`src/rtl/cpu_pkg.sv`:
```
// Shared CPU pipeline definitions: IF-stage FSM encoding, bus widths and the
// default NOP word used to fill empty pipeline slots.
package cpu_pkg;

  typedef enum logic [1:0] {
    IfStateIdle   = 2'd0,
    IfStateReq    = 2'd1,
    IfStateAccess = 2'd2
  } if_state_e;

  localparam int unsigned WordAddrW = 30;
  localparam int unsigned WordDataW = 32;

  localparam logic [31:0] NopInsnDefault = 32'h0000_0000;

endpackage

```
`src/rtl/if_reg.sv`:
```
// IF/ID pipeline register: flush beats stall beats load. An unstalled cycle
// with nothing to load leaves a bubble so ID never sees a word twice.
module if_reg #(
  parameter int unsigned       ADDR_W       = 30,
  parameter int unsigned       DATA_W       = 32,
  parameter logic [ADDR_W-1:0] RESET_VECTOR = '0,
  parameter logic [DATA_W-1:0] NOP_INSN     = '0
) (
  input  logic              clk,
  input  logic              reset,
  input  logic              flush,
  input  logic              stall,
  input  logic              load,
  input  logic [ADDR_W-1:0] ld_pc,
  input  logic [DATA_W-1:0] ld_insn,
  output logic [ADDR_W-1:0] if_pc,
  output logic [DATA_W-1:0] if_insn,
  output logic              if_en
);

  logic [ADDR_W-1:0] pc_q, pc_d;
  logic [DATA_W-1:0] insn_q, insn_d;
  logic              en_q, en_d;

  always_comb begin
    pc_d   = pc_q;
    insn_d = insn_q;
    en_d   = en_q;
    if (flush) begin
      insn_d = NOP_INSN;
      en_d   = 1'b0;
    end else if (!stall) begin
      if (load) begin
        pc_d   = ld_pc;
        insn_d = ld_insn;
        en_d   = 1'b1;
      end else begin
        insn_d = NOP_INSN;
        en_d   = 1'b0;
      end
    end
  end

  always_ff @(posedge clk) begin
    if (reset) begin
      pc_q   <= RESET_VECTOR;
      insn_q <= NOP_INSN;
      en_q   <= 1'b0;
    end else begin
      pc_q   <= pc_d;
      insn_q <= insn_d;
      en_q   <= en_d;
    end
  end

  assign if_pc   = pc_q;
  assign if_insn = insn_q;
  assign if_en   = en_q;

endmodule

```
`src/rtl/if_stage.sv`:
```
// Instruction fetch stage: owns the PC, runs the fetch bus handshake and feeds
// the IF/ID register. A one-entry hold buffer catches a word that lands during a stall.
module if_stage
  import cpu_pkg::*;
#(
  parameter int unsigned       ADDR_W       = WordAddrW,
  parameter int unsigned       DATA_W       = WordDataW,
  parameter logic [ADDR_W-1:0] RESET_VECTOR = '0,
  parameter logic [DATA_W-1:0] NOP_INSN     = DATA_W'(NopInsnDefault)
) (
  input  logic              clk,
  input  logic              reset,
  input  logic              stall,
  input  logic              flush,
  input  logic [ADDR_W-1:0] new_pc,
  input  logic              br_taken,
  input  logic [ADDR_W-1:0] br_addr,
  output logic              busy,
  output logic              bus_req,
  input  logic              bus_gnt,
  output logic              bus_as,
  output logic [ADDR_W-1:0] bus_addr,
  input  logic              bus_rdy,
  input  logic [DATA_W-1:0] bus_rd_data,
  output logic [ADDR_W-1:0] if_pc,
  output logic [DATA_W-1:0] if_insn,
  output logic              if_en
);

  if_state_e         state_q, state_d;
  logic [ADDR_W-1:0] pc_q, pc_d;
  logic [ADDR_W-1:0] bus_addr_q, bus_addr_d;
  logic [DATA_W-1:0] hold_data_q, hold_data_d;
  logic              hold_valid_q, hold_valid_d;
  logic              discard_q, discard_d;

  logic              avail;
  logic              deliver;
  logic [DATA_W-1:0] word;

  always_comb begin
    avail   = hold_valid_q || (state_q == IfStateAccess && bus_rdy && !discard_q);
    word    = hold_valid_q ? hold_data_q : bus_rd_data;
    deliver = avail && !stall && !flush;

    // pc always names the next word to deliver; a taken branch keeps the
    // word delivered alongside it (delay slot).
    pc_d = pc_q;
    if (flush)        pc_d = new_pc;
    else if (deliver) pc_d = br_taken ? br_addr : pc_q + ADDR_W'(1);

    state_d      = state_q;
    bus_addr_d   = bus_addr_q;
    hold_data_d  = hold_data_q;
    hold_valid_d = hold_valid_q && !(flush || deliver);
    discard_d    = discard_q;

    case (state_q)
      IfStateIdle: begin
        if (flush || !stall) state_d = IfStateReq;
      end
      IfStateReq: begin
        if (bus_gnt) begin
          state_d    = IfStateAccess;
          bus_addr_d = pc_d;
        end
      end
      IfStateAccess: begin
        if (bus_rdy) begin
          discard_d = 1'b0;
          if (stall && !flush && !discard_q) begin
            hold_data_d  = bus_rd_data;
            hold_valid_d = 1'b1;
            state_d      = IfStateIdle;
          end else begin
            bus_addr_d = pc_d;
          end
        end else if (flush) begin
          // The bus cycle cannot be cancelled; drop its data when it lands.
          discard_d = 1'b1;
        end
      end
      default: state_d = IfStateReq;
    endcase
  end

  always_ff @(posedge clk) begin
    if (reset) begin
      state_q      <= IfStateReq;
      pc_q         <= RESET_VECTOR;
      bus_addr_q   <= RESET_VECTOR;
      hold_data_q  <= NOP_INSN;
      hold_valid_q <= 1'b0;
      discard_q    <= 1'b0;
    end else begin
      state_q      <= state_d;
      pc_q         <= pc_d;
      bus_addr_q   <= bus_addr_d;
      hold_data_q  <= hold_data_d;
      hold_valid_q <= hold_valid_d;
      discard_q    <= discard_d;
    end
  end

  assign bus_req  = (state_q != IfStateIdle);
  assign bus_as   = (state_q == IfStateAccess);
  assign bus_addr = bus_addr_q;
  assign busy     = !avail;

  if_reg #(
    .ADDR_W      (ADDR_W),
    .DATA_W      (DATA_W),
    .RESET_VECTOR(RESET_VECTOR),
    .NOP_INSN    (NOP_INSN)
  ) u_if_reg (
    .clk    (clk),
    .reset  (reset),
    .flush  (flush),
    .stall  (stall),
    .load   (avail),
    .ld_pc  (pc_q),
    .ld_insn(word),
    .if_pc  (if_pc),
    .if_insn(if_insn),
    .if_en  (if_en)
  );

endmodule
```
`config.mk`:
```
export PLATFORM = sky130hd
export DESIGN_NAME = if_stage
export DESIGN_NICKNAME = d
export VERILOG_FILES = /design/src/rtl/cpu_pkg.sv /design/src/rtl/if_reg.sv /design/src/rtl/if_stage.sv
export SDC_FILE = /design/constraint.sdc
export NUM_CORES = 1
export LEC_CHECK = 0
export ABC_CLOCK_PERIOD_IN_PS = 2850
export CAP_MARGIN = 20
export CORE_AREA = 2 2 92 182
export DETAILED_ROUTE_END_ITERATION = 10
export DIE_AREA = 0 0 94 184
export PLACE_DENSITY = 0.9
export SYNTH_ARGS = -nofsm -noshare
export SYNTH_HDL_FRONTEND = slang
export SYNTH_HIERARCHICAL = 1
export SYNTH_SLANG_ARGS = --single-unit
```
`constraint.sdc`:
```
create_clock -name clk -period 2.85 [get_ports clk]
set_clock_uncertainty 0.15 [all_clocks]
set_input_delay 0.4275 -clock clk [delete_from_list [all_inputs] [get_ports clk]]
set_output_delay 0.4275 -clock clk [all_outputs]
set_load 0.05 [all_outputs]
```
* After elaboration in Yosys (flattened, before gate mapping)
Index checks and enable logic that the tools add are counted.
** Cells by class
- Reductions and logical operators :: 25
- Add/subtract/negate cells :: 1
- Multiplexer cells :: 20
- Bitwise gates (word level) :: 2
- Equality and inequality tests :: 7
** Operators with widths (count)
- two-way mux 30 bit :: 6
- two-way mux 32 bit :: 2
- case mux 30 bit (2 select lines) :: 1
- adder 30 x 1 -> 30 bit, second input constant :: 1
- two-way mux 2 bit :: 4
- AND reduction 4 bit :: 2
- logical AND 1 bit :: 7
- two-way mux 1 bit :: 6
- inequality test 2 bit, second input constant :: 3
- case mux 2 bit (3 select lines) :: 1
- AND reduction 3 bit :: 2
- nonzero test 2 bit :: 3
- logical NOT 1 bit :: 5
- inequality test 2 x 1 -> 1 bit, second input constant :: 2
- logical OR 1 bit :: 3
- == test 2 x 1 -> 1 bit, second input constant :: 1
- == test 2 bit, second input constant :: 1
- logical NOT 2 bit :: 1
- NOT 1 bit :: 2
- AND reduction 2 bit :: 1
- OR reduction 2 bit :: 1
** Word-level totals
- Input port bits :: 99
- Register bits after elaboration :: 159

* Logic depth before layout (Yosys ltp)
- Depth in word-level cells :: 12
- Depth in mapped cells :: 11

* By module
Netlist, hierarchy kept.
** By module, submodules not included
- if_stage :: cells each 656, instances 1, area an instance 5157.4 um^2
- if_reg :: cells each 277, instances 1, area an instance 2635.0 um^2

* Least setup slack after synthesis
Ideal clock, no wire load.
- Path type :: register to register
- From :: register state_q[0]
- To :: register u_if_reg.pc_q[0], in the netlist u_if_reg/if_pc[0]
- Data required time :: 2.581 ns
- Arrival :: 2.612 ns
- Slack :: -0.031 ns
- Cell stages (with the launch flop) :: 11
- Period minus slack after synthesis :: 2.881 ns
- Cells stage by stage :: dfxtp_1 inv_1 ha_1 buf_2 and3b_1 nor2_1 inv_1 buf_4 nor3b_4 buf_8 mux2i_1
** On the way
- Longest elaborated chain between the ends :: 5
** RTL lines
- from (decl) :: line if_stage.sv:30 : if_state_e state_q, state_d;
- from (signal assigned) :: line if_stage.sv:89 : state_q <= IfStateReq;
- from (signal assigned) :: line if_stage.sv:96 : state_q <= state_d;
- == test 2 bit
- named net bus_as :: line if_stage.sv:21 : output logic bus_as,
- logical AND 1 bit (2 in series) :: line if_stage.sv:42 : avail = hold_valid_q || (state_q == IfStateAccess && bus_rdy && !discard_q);
- logical OR 1 bit :: line if_stage.sv:42
- named net avail :: line if_stage.sv:37 : logic avail;
- AND reduction 3 bit (no source line)
- to (signal assigned) :: line if_reg.sv:50 : pc_q <= pc_d;
- to (decl) :: line if_reg.sv:21 : logic [ADDR_W-1:0] pc_q, pc_d;
The timed path passes the listed nets, and every way through them passes these cells.
A chain may end at the register's enable or synchronous reset.

* Worst setup path in the final report
- From :: register state_q[0]
- To :: output port bus_as
** On the way
- Longest elaborated chain between the ends :: 1
** RTL lines
- == test 2 bit :: line if_stage.sv:106 : assign bus_as = (state_q == IfStateAccess);
- to (decl) :: line if_stage.sv:21
No other way between the ends.

==> metrics.csv <==
metric,value,unit
status,"finished, final reports clean",
Clock power frac,30.5,%
YS warnings,6,
crit path launch type,flip-flop,
site row count,65,
setup TNS,0,ns
"commonest non-fill, non-tap cell in the layout",clkdlybuf4s50_1,
Netlist cell types,62,
TritonCTS buffer count,17,
crit path time final,2.63,ns
Syn Nets,1037,
GR Util met3,4.72,%
Hold Path Depth,4,
H-tree Lvls,4,
Critical Path RT,2.27,ns
Peak Freq,0.381,GHz
Levels on crit path,3,
unrepaired setup endpoints after global routing,false,
"delay-heaviest family, CP",buffers and inverters,
Post-Syn Area,7790,um2
hpwl dp,17500,um
sequential-to-total area share from yosys stat,40.8,%
"flops & latches, synth",159,
Synth area leader,dfxtp_1,
CTS tree,built,
first-pass GRT wire length,38900,um
DR vias,7668,
"Largest stage delay, worst path",0.88,ns
DR pass1 iterations,8,
met2 Use GR,51.9,%
crit end category,primary output,
drt total wl,24700,um
Syn Inst Count,933,
WP buf/inv,2,
Psw,2.86,mW
busiest grt layer,met2,
R2R cell count,6,
area delta synth->final,34.7,%
Routed Antenna Nets,0,
CTS Sinks,159,
Die X,94,um
CTS root buffer,clkbuf_16,
Avg Vias per Cell,5.84,
initial core utilization,49.1,%
Synth top area share,40.8,%
met1 usage,29.7,%
fraction of layout instances using a drive strength above 1,10.9,%
antenna violations before repair,1,
Final Setup Violations,0,
worst-path cell chain,"inv_1, ha_1, clkdlybuf4s50_1",
PwrDens,714,nW/um2
Post-DP Area,9900,um2
internal power,4.63,mW
critical path class,flip-flop to primary output,
Syn Area/Cell,8.35,um2
final hold vios,0,
Worst Hold Class,primary input to flip-flop,
Skew-Pair Late Insertion Delay,0.42,ns
static leakage,3.59,nW
most frequent cells in the layout,"189 x clkdlybuf4s50_1, 158 x dfxtp_1, 138 x nand2_1",
synth top area cells,"dfxtp_1 41%, nand2_1 6.6%, a21oi_1 6.2%",
Async SR Flop Fraction,0,%
IO buf count,194,
Final period util,92.2,%
Initial DRC Count,605,
Die Span Y,184,um
Seq pwr share,35.6,%
Relative slew margins,54.9,%
die footprint,17300,um2
CTS clock-pin slew for the worst setup and hold paths,0.06,ns
Comb pwr share,33.9,%
Slowest cell on crit path,clkdlybuf4s50_1,
Worst IR Drop VDD,549,uV
Final Max Tran Viols,0,
per-cell routed wire length,18.8,um
largest net degree at the start of global routing,66,
"Primary FF master, synth",dfxtp_1,
fin area,10500,um2
FF+latch area,3180,um2
IO Pins,195,
worst-margin pin slew,0.673,ns
Core Footprint,15900,um2
Post-synth EDFFs,0,
Final nets,1202,
Multi-input gate area,4230,um2
GPL Wtd Cong,0.987,
vias in the first global route,7700,
# fillers,1245,
DR DRC count,0,
GRT overflow,0,
all-layer global routing usage,28.6,%
Clock Path Buffers,2,
switching part of the total,38.1,%
worst path arrival time,2.05,ns
Max-Cap Viols,0,
maximum fanout along the worst path,7,
hold_buf cts,0,
[area by class of cell]
cell class | count | area share, %
antenna | 1 | 0.0238
clock buffer | 18 | 4.18
inverter | 15 | 0.536
tap | 201 | 2.40
sequential | 159 | 30.3
timing repair buffer | 223 | 20.9
clock inverter | 14 | 1.44
multi-input combinational | 682 | 40.2
[worst paths after layout]
check,startpoint,endpoint,slack [ns]
max,state_q[0]$_SDFFE_PP1P_,bus_as,0.22
min,flush,hold_valid_q$_SDFF_PP0_,0.23
max reg2reg,pc_q[9]$_SDFF_PP0_,bus_addr[26]$_SDFFE_PP0P_,0.23
min reg2reg,hold_data_q[14]$_SDFFE_PP0P_,hold_data_q[14]$_SDFFE_PP0P_,0.31
[timing repair]
item / CTS / global route
resized for setup: 0 / 1
buffers inserted: 0 / 0
endpoints found under the setup margin: 0 / 1
[sequential cells by signal, indices dropped and copies added (netlist names)]
name / flops
hold_data_q: 32
pc_q: 30
state_q: 2
bus_addr: 30
discard_q: 1
u_if_reg/if_pc: 30
u_if_reg/if_insn: 32
hold_valid_q: 1
u_if_reg/if_en: 1
[kinds of logic (layout without fill, tap and decap cells)]
| family | Yosys count | in the layout | share of synthesized area [%] |
|---|---|---|---|
| compound gates | 184 | 184 | 15.0 |
| xor+xnor | 14 | 14 | 1.57 |
| simple gates | 408 | 408 | 27.0 |
| mux | 71 | 71 | 9.63 |
| buf+inv | 92 | 270 | 5.22 |
| other cells | 0 | 1 | 0 |
| flops | 159 | 159 | 40.8 |
| fa+ha+maj | 5 | 5 | 0.803 |
[tightest hold or removal path, stage by stage]
cell,delay (ns)
buf_2,0.14
inv_1,0.06
nand2_1,0.09
nor3_1,0.04
[synthesized netlist by cell type (all sizes together), types with 10 or more instances]
cell type,count
mux2i,39
a21oi,98
nor2,72
dfxtp,159
nand3b,35
clkbuf,56
buf,21
a211oi,25
nand3,29
o21ai,14
xor2,10
inv,15
nand2b,72
nand2,138
mux2,32
nor3,22
[power groups by stage]
stage               Combinational (mW)  Clock, mW  Sequential (mW)
floorplan                        0.939          0             3.34
global placement                  2.47          0             2.71
detailed placement                2.52          0             2.71
CTS                               2.53       2.30             2.66
global route                      2.69       2.40             2.69
finish                            2.54       2.28             2.67
[metrics by stage]
step                      util, %  power [mW]  worst slack (ns)  hold slack [ns]  cells
after floorplan                 -        4.28             0.183            0.283    933
after global placement       62.4        5.18             0.128            0.288   1280
after detailed placement     62.4        5.23         -0.000575            0.297   1280
after CTS                    66.1        7.49             0.221            0.215   1312
after global routing         66.2        7.78            0.0651            0.237   1313
final                        66.2        7.49             0.223            0.228   1313
[routing by layer]
layer	share of wire [%]	vias to the layer above
li1	-	3558
met1	34	3601
met2	53	408
met3	6.6	101
met4	6.2	0
met5	0	-
Note: power is estimated with default switching activity, not from simulation.
